### src/rtl/master_fsm_pkg.sv
// Shared definitions for the req/ack byte handshake (initiator and responder).
// State encoding and payload width are common to both sides of the link.
package master_fsm_pkg;

  localparam int BYTE_W = 8;

  typedef logic [BYTE_W-1:0] byte_t;

  typedef enum logic [2:0] {
    IDLE     = 3'd0,
    REQ      = 3'd1,
    WAIT_LOW = 3'd2,
    DONE     = 3'd3,
    ERR      = 3'd4
  } state_t;

endpackage

### src/rtl/master_fsm_if.sv
// Bundle between command logic, the initiator FSM and the responder.
// Handshake: 4-phase; req rises, ack rises, req falls, ack falls; data_out is stable while req or ack is high.
interface master_fsm_if;
  import master_fsm_pkg::*;

  logic   start;
  byte_t  base_byte;
  logic   ack;
  logic   req;
  byte_t  data_out;
  logic   busy;
  logic   done;
  logic   err;
  byte_t  sent_cnt;
  state_t state;

  modport master (
    input  start, base_byte, ack,
    output req, data_out, busy, done, err, sent_cnt, state
  );

  modport slave (
    output start, base_byte, ack,
    input  req, data_out, busy, done, err, sent_cnt, state
  );

endinterface

### src/rtl/master_fsm_timeout_ctr.sv
// Cycle counter for handshake timeouts; expired is high on the last allowed cycle.
// Shared with the responder, so it knows nothing about initiator states.
module hs_timeout_ctr #(
    parameter int TIMEOUT = 16
) (
    input  logic clk,
    input  logic rst,
    input  logic clear,
    input  logic enable,
    output logic expired
);

    localparam int W = $clog2(TIMEOUT);

    logic [W-1:0] cnt;

    always_ff @(posedge clk or posedge rst) begin
        if (rst) begin
            cnt <= '0;
        end else if (clear) begin
            cnt <= '0;
        end else if (enable) begin
            cnt <= cnt + 1'b1;
        end
    end

    assign expired = (cnt == W'(TIMEOUT - 1));

endmodule

### src/rtl/master_fsm.sv
// Initiator of the 4-phase req/ack byte handshake: sends BURST_LEN bytes
// base, base+1, ... and aborts with an err pulse when ack never arrives.
module master_fsm
    import master_fsm_pkg::*;
#(
    parameter int BURST_LEN = 4,
    parameter int TIMEOUT   = 16
) (
    input  logic         clk,
    input  logic         rst,
    master_fsm_if.master bus
);

    localparam int IDX_W = (BURST_LEN > 1) ? $clog2(BURST_LEN) : 1;
    localparam logic [IDX_W-1:0] LAST_IDX = IDX_W'(BURST_LEN - 1);

    state_t           state, state_n;
    logic [IDX_W-1:0] idx, idx_n;
    byte_t            base_q, base_n;
    byte_t            data_q, data_n;
    byte_t            cnt_q, cnt_n;
    logic             err_q;
    logic             tmo_clr, tmo_en, tmo_exp;

    hs_timeout_ctr #(.TIMEOUT(TIMEOUT)) u_tmo (
        .clk     (clk),
        .rst     (rst),
        .clear   (tmo_clr),
        .enable  (tmo_en),
        .expired (tmo_exp)
    );

    always_ff @(posedge clk or posedge rst) begin
        if (rst) begin
            state  <= IDLE;
            idx    <= '0;
            base_q <= '0;
            data_q <= '0;
            cnt_q  <= '0;
            err_q  <= 1'b0;
        end else begin
            state  <= state_n;
            idx    <= idx_n;
            base_q <= base_n;
            data_q <= data_n;
            cnt_q  <= cnt_n;
            // err marks only the entry cycle into ERR
            err_q  <= (state_n == ERR) && (state != ERR);
        end
    end

    always_comb begin
        state_n = state;
        idx_n   = idx;
        base_n  = base_q;
        data_n  = data_q;
        cnt_n   = cnt_q;
        tmo_clr = 1'b0;
        tmo_en  = 1'b0;
        case (state)
            IDLE: begin
                if (bus.start) begin
                    base_n  = bus.base_byte;
                    idx_n   = '0;
                    cnt_n   = '0;
                    data_n  = bus.base_byte;
                    tmo_clr = 1'b1;
                    state_n = REQ;
                end
            end
            REQ: begin
                if (bus.ack) begin
                    state_n = WAIT_LOW;
                end else if (tmo_exp) begin
                    state_n = ERR;
                end else begin
                    tmo_en = 1'b1;
                end
            end
            WAIT_LOW: begin
                if (!bus.ack) begin
                    cnt_n = cnt_q + 8'd1;
                    if (idx == LAST_IDX) begin
                        state_n = DONE;
                    end else begin
                        idx_n   = idx + 1'b1;
                        data_n  = base_q + byte_t'(idx) + 8'd1;
                        tmo_clr = 1'b1;
                        state_n = REQ;
                    end
                end
            end
            DONE: state_n = IDLE;
            ERR: begin
                if (!bus.ack) state_n = IDLE;
            end
            default: state_n = IDLE;
        endcase
    end

    assign bus.req      = (state == REQ);
    assign bus.busy     = (state != IDLE);
    assign bus.done     = (state == DONE);
    assign bus.err      = err_q;
    assign bus.data_out = data_q;
    assign bus.sent_cnt = cnt_q;
    assign bus.state    = state;

endmodule

### src/flat_wrapper.sv
// flat-port wrapper written by rule: the top's interface ports become plain ports
module master_fsm_flat import master_fsm_pkg::*;
#(
    parameter int BURST_LEN = 4,
    parameter int TIMEOUT   = 16
)
  (clk, rst, bus_start, bus_base_byte, bus_ack, bus_req, bus_data_out, bus_busy, bus_done, bus_err, bus_sent_cnt, bus_state);
  master_fsm_if bus_i ();
  input  logic clk;
  input  logic rst;
  input wire logic [$bits(bus_i.start)-1:0] bus_start;
  input wire logic [$bits(bus_i.base_byte)-1:0] bus_base_byte;
  input wire logic [$bits(bus_i.ack)-1:0] bus_ack;
  output wire logic [$bits(bus_i.req)-1:0] bus_req;
  output wire logic [$bits(bus_i.data_out)-1:0] bus_data_out;
  output wire logic [$bits(bus_i.busy)-1:0] bus_busy;
  output wire logic [$bits(bus_i.done)-1:0] bus_done;
  output wire logic [$bits(bus_i.err)-1:0] bus_err;
  output wire logic [$bits(bus_i.sent_cnt)-1:0] bus_sent_cnt;
  output wire logic [$bits(bus_i.state)-1:0] bus_state;
  assign bus_i.start = bus_start;
  assign bus_i.base_byte = bus_base_byte;
  assign bus_i.ack = bus_ack;
  assign bus_req = bus_i.req;
  assign bus_data_out = bus_i.data_out;
  assign bus_busy = bus_i.busy;
  assign bus_done = bus_i.done;
  assign bus_err = bus_i.err;
  assign bus_sent_cnt = bus_i.sent_cnt;
  assign bus_state = bus_i.state;
  master_fsm #(.BURST_LEN(BURST_LEN), .TIMEOUT(TIMEOUT)) u_core (.clk(clk), .rst(rst), .bus(bus_i));
endmodule
### config.mk
export PLATFORM = sky130hd
export DESIGN_NAME = master_fsm_flat
export DESIGN_NICKNAME = d
export VERILOG_FILES = /design/src/rtl/master_fsm_pkg.sv /design/src/rtl/master_fsm_if.sv /design/src/rtl/master_fsm_timeout_ctr.sv /design/src/rtl/master_fsm.sv /design/src/flat_wrapper.sv
export SDC_FILE = /design/constraint.sdc
export NUM_CORES = 1
export LEC_CHECK = 0
export BUFFER_PORTS_ARGS = -buffer_cell sky130_fd_sc_hd__buf_2
export CAP_MARGIN = 10
export CORE_UTILIZATION = 25
export CTS_CLUSTER_SIZE = 25
export DETAILED_ROUTE_END_ITERATION = 8
export GPL_TIMING_DRIVEN = 0
export PLACE_DENSITY = 0.48
export SYNTH_ARGS = -nofsm -noshare
export SYNTH_HDL_FRONTEND = slang
export SYNTH_SLANG_ARGS = --single-unit
### constraint.sdc
create_clock -name clk -period 2.3 [get_ports clk]
set_input_delay 0.23 -clock clk [delete_from_list [all_inputs] [get_ports clk]]
set_output_delay 0.23 -clock clk [all_outputs]
set_load 0.02 [all_outputs]
After elaboration in Yosys (flattened, before gate mapping)
Index checks and enable logic that the tools add are counted.
Word-level totals
  flip-flop bits (word level): 34
  bits of input ports: 12
  logic and storage cells: 58
  ROM bits: 0
  bits in latches: 0
  memories: 0
  bits in writable memories: 0
Cells by class
  reductions and logical operators: 8
  magnitude comparators: 0
  multiplexer cells: 27
  div/mod/pow operators: 0
  add/sub/neg operators: 5
  shift-type cells: 0
  eq/ne operators: 11
  bitwise operators: 0
  $mul: 0
Operators with widths (count)
  $mux 8: 5
  $pmux 8 s2: 2
  $add 8x1->8 const B: 2
  $mux 3: 5
  $pmux 3 s4: 1
  $add 8x2->8: 1
  $mux 2: 4
  $mux 4: 2
  $eq 3x2->1 const B: 2
  $eq 3x3->1 const B: 2
  $mux 1: 6
  $ne 2x2->1 const B: 3
  $add 4x1->4 const B: 1
  $eq 4x4->1 const B: 1
  $pmux 2 s2: 1
  $reduce_and 4->1: 1
  $reduce_bool 2->1: 2
  $eq 3x1->1 const B: 1
  $logic_not 3->1: 1
  $ne 3x3->1 const B: 1
  $reduce_and 3->1: 1
  $reduce_bool 3->1: 1
  $add 2x1->2 const B: 1
  $eq 2x2->1 const B: 1
  3 further kinds: 3

Logic depth before layout (Yosys ltp)
  depth after elaboration: 6
  depth in mapped cells: 8
  gate-level depth less buffers: 8

Cells and area by module
Synthesis repeated with hierarchy kept, for this count alone.
Unflattened totals
  cell total of the unflattened synthesis: 175
  area total of the unflattened synthesis: 1766.7 µm²
By module, submodules not included
  master_fsm: seq. area each 750.7 µm², times used 1, area each 1564.0 µm², cells an instance 157
  hs_timeout_ctr: seq. area each 100.1 µm², times used 1, area each 202.7 µm², cells an instance 18

Least setup slack after synthesis
Ideal clock, no wire load.
  kind: reg-to-reg
  start point: reg u_core.state[2], in the netlist u_core.bus.state[2]
  end point: reg u_core.data_q[0], in the netlist u_core.bus.data_out[0]
  required time: 2.175 ns
  buffers on the path: 1
  clock period less this slack: 1.678 ns
  stages on the path, launching flop included: 6
  arrival time: 1.553 ns
  setup slack: 0.622 ns
  cell sequence: dfrtp_1 > buf_4 > nor3b_4 > nand2_1 > nand2_1 > mux2_2
On the way
  cells in the longest elaborated chain, start to end: 3
  elaborated cells between the ends (all ways): 8
  classes of those cells: eq/ne: 4; mux: 1; reduce/logical: 3
Ends and longest elaborated chain
  from (decl): line master_fsm.sv:17  | state_t state, state_n;
  from (signal assigned): line master_fsm.sv:42  | state <= state_n;
  $eq 3x2->1 / $logic_not 3->1 (equally long branches): line master_fsm.sv:60  | case (state)
  $ne 2x2->1 (no line) / $reduce_bool 2->1 (equally long branches)
  $reduce_and 4->1 (no line)
  to (signal assigned): line master_fsm.sv:45  | data_q <= data_n;
  to (decl): line master_fsm.sv:20  | byte_t data_q, data_n;
Parallel ways exist; a longest one is shown, timed or not.
A chain may end at the register's enable or synchronous reset.

Worst setup path in the final report
  start point: reg u_core.state[0], in the netlist u_core.bus.state[0]
  end point: reg u_core.data_q[0], in the netlist u_core.bus.data_out[0]
The elaborated chain is that of the path after synthesis.

==> summary.md <==
| Metric | Value |
|---|---|
| Worst-skew pair later-pin latency | 0.29 ns |
| Share of cells above drive strength 1 | 0.270 |
| PnR worst setup slack | 0.437 ns |
| CP dominant cell by count | nand2_1 |
| Initial antenna violation count | 0 |
| Resize count post-CTS | 0 |
| Clock power frac | 0.214 |
| Min Tclk post-route | 1.86 ns |
| Core Util, Final | 0.316 |
| Via density | 4.34 |
| First-pass GRT wire length | 6690 um |
| H-tree depth | 2 |
| Synthesized area | 0.00175 mm^2 |
| Cell row count | 30 |
| Initial core utilization | 0.258 |
| Slew HR | 0.501 |
| DIE HEIGHT | approximately 86 um |
| Worst EP required | 2.49 ns |
| Max cap viols | 0 |
| Total core area | 0.00679 mm^2 |
| Avg WL per Cell | 12.7 um |
| Clk buf depth | 2 |
| Worst vdd ir | 269 uV |
| Synth cell types | 37 |
| Via count | about 1,400 |
| Final slew viol count | 0 |
| HPWL after DPL | 2810 um |
| Number of endpoints failing setup at the final stage | 0 |
| Dpl ws | 0.410 ns |
| Internal power | roughly 1.5 mW |
| Net Sw Frac | 0.403 |
| PortBufs | 33 |
| Gate Count Post-Synth | approximately 170 |
| Hold Vio Cnt, Final | 0 |
| Biggest area consumer among synthesized cells | dfrtp_1 |
| Setup Skew | 0.0123 ns |
| Ys flop type | dfrtp_1 |
| Synth Net Count | between 150 and 200 |
| Num CTS Buffers | 5 |
| DR pass1 iterations | 4 |
| DRC Markers | 0 |
| Maximum clock frequency | 537 MHz |
| Die width | around 86 um |
| Ports | 35 |
| Combinational Power Share | 0.427 |
| R2R Path End | u_core.bus.data_out[0] |
| Syn_area_per_cell | roughly 10 um^2 |
| Grt ovf | 0 |
| Reg clk slew, reported paths | around 0.08 ns |
| CP bufs+invs | 1 |
| Worst Path Arrival | 2.05 ns |
| Yosys warning total | 0 |
| Worst r2r path cells | 5 |
| Reg2reg setup slack | 0.44 ns |
| Largest net degree at the start of global routing | 35 |
| DR iter-0 viols | 44 |
| Max stage delay on crit path | around 0.40 ns |
| Sequential area share after synthesis | 0.485 |
| Number of synthesized flops with an enable pin | 0 |
| Tightest hold margin | 0.0536 ns |
| NetSw | 1.04 mW |
| P_leak | 1.05 nW |
| Run status | finished, final reports clean |
| RSZ-0062 raised after global routing | no |
| CP Class | reg -> reg |
| Total Wirelength | between 3000 and 4000 um |
| PD cells | ~1200 mW/mm^2 |
| Gpl congestion | 0.780 |
| Slowest-stage cell, CP | dfrtp_1 |
| Design Power | 2.59 mW |
| P&R area growth vs syn | 22.5% |
| Total die area | 0.00735 mm^2 |
| Ranking of synthesized cells by area | dfrtp_1 49%, nand2_1 8.1%, ha_1 3.6% |
| Fin Setup TNS | 0 ns |
| Worst path cell trace | buf_6, nor3b_4, nand2_1, nand2_1, mux2_2 |
| All-layer global routing usage | 0.120 |
| Antenna diode count | 0 |
| Number of hold buffers added after cts | 0 |
| Seq pwr share | 0.359 |
| Post-synth top area share | 0.485 |
| ANT nets after route | 0 |
| Top Family by Delay on Critical Path | simple AND/OR/NAND/NOR gates |
| Vias in the first global route | 1,324 |
| Worst Hold Class | in -> async |
| Most common cell after layout, fill and taps aside | nand2_1 |
| #FFs+latches synth | 34 |
| Layout net count | 232 |
| Least-Margin Pin Slew | 0.747 ns |
| Clock sinks | 34 |
| Crit path launch type | register |
| Worst R2R Start | u_core.bus.state[0] |
| Ys async rst share | 1.00 |
| Placed insts | 303 |
| CP Max Fanout | 10 |
| Commonest non-fill, non-tap cells in the layout | 38 x nand2_1, 34 x buf_2, 34 x dfrtp_1, 11 x nand3_1, 11 x o21ai_0 |
| Fin area | 0.00215 mm^2 |
| Root Driver | clkbuf_8 |
| CTS tree | yes |
| Placed cell area | 0.00204 mm^2 |
| Layout Cells excl Fill | 311 |
| Setup Buffers After CTS | 0 |
| Fin crit share | 0.810 |
| CP Capture Type | register |
==> worst max path at each step <==
stage | endpoint | startpoint | depth (start not counted) | slack, ns
finish | u_core.bus.data_out[0] | u_core.bus.state[0] | 5 | 0.44
global route | u_core.bus.data_out[0] | u_core.bus.state[2] | 5 | 0.28
CTS | u_core.bus.data_out[0] | u_core.bus.state[2] | 5 | 0.37
detailed placement | u_core.bus.data_out[0] | u_core.bus.state[2] | 5 | 0.41
global placement | u_core.bus.data_out[0] | u_core.bus.state[2] | 5 | 0.40
floorplan | u_core.bus.data_out[0] | u_core.bus.state[2] | 5 | 0.62
==> synth_stat cells, drive strengths merged, types with 2 or more instances <==
library cell and number:
clkbuf 3, o2111ai 2, o21ai 11, nor2 10
o211ai 4, nand4 2, and3 2, ha 5
or3 2, a21oi 5, nor4b 3, nand2 39
mux2 2, inv 6, mux2i 4, buf 6
xor2 7, dfrtp 34, xnor2 3, nand3 11
==> sequential cells by signal (all words and copies together), names as in the netlist <==
| name | flops |
|---|---|
| u_core.bus.state | 3 |
| u_core.bus.sent_cnt | 8 |
| u_core.bus.data_out | 8 |
| u_core.base_q | 8 |
| u_core.u_tmo.cnt | 4 |
| u_core.bus.err | 1 |
| u_core.idx | 2 |
==> power groups by stage <==
stage          registers, mW  logic, mW  clock network, mW
3_5_place_dp           0.939       1.13                  0
5_1_grt                0.958       1.26              0.591
6_report               0.929       1.11              0.553
3_3_place_gp           0.942       1.11                  0
2_1_floorplan           1.04      0.708                  0
4_1_cts                0.930       1.13              0.570
==> cell type report <==
class,count,area (um^2)
Fill cell,733,4650
Sequential cell,34,851
Multi-Input combinational cell,125,811
Timing Repair Buffer,33,165
Tap cell,96,120
Clock buffer,5,68.8
Buffer,9,68.8
Clock inverter,3,40.0
Inverter,6,22.5
==> per-layer routing <==
layer,vias up,global-route usage,part of all wire
li1,680,-,-
met1,634,0.153,0.48
met2,29,0.191,0.45
met3,7,0.0289,0.044
met4,0,0.0591,0.025
met5,-,0,0
==> logic make-up after synthesis <==
| kind of cell | synth area share |
|---|---|
| buffers and inverters | 0.0521 |
| DFF | 0.485 |
| muxes | 0.0357 |
| xor gates and xnor gates | 0.0500 |
| AOI/OAI and AO/OA | 0.0949 |
| adders and majority gates | 0.0471 |
| and+or+nand+nor | 0.235 |
No activity file was read; power rests on OpenSTA's default activity.
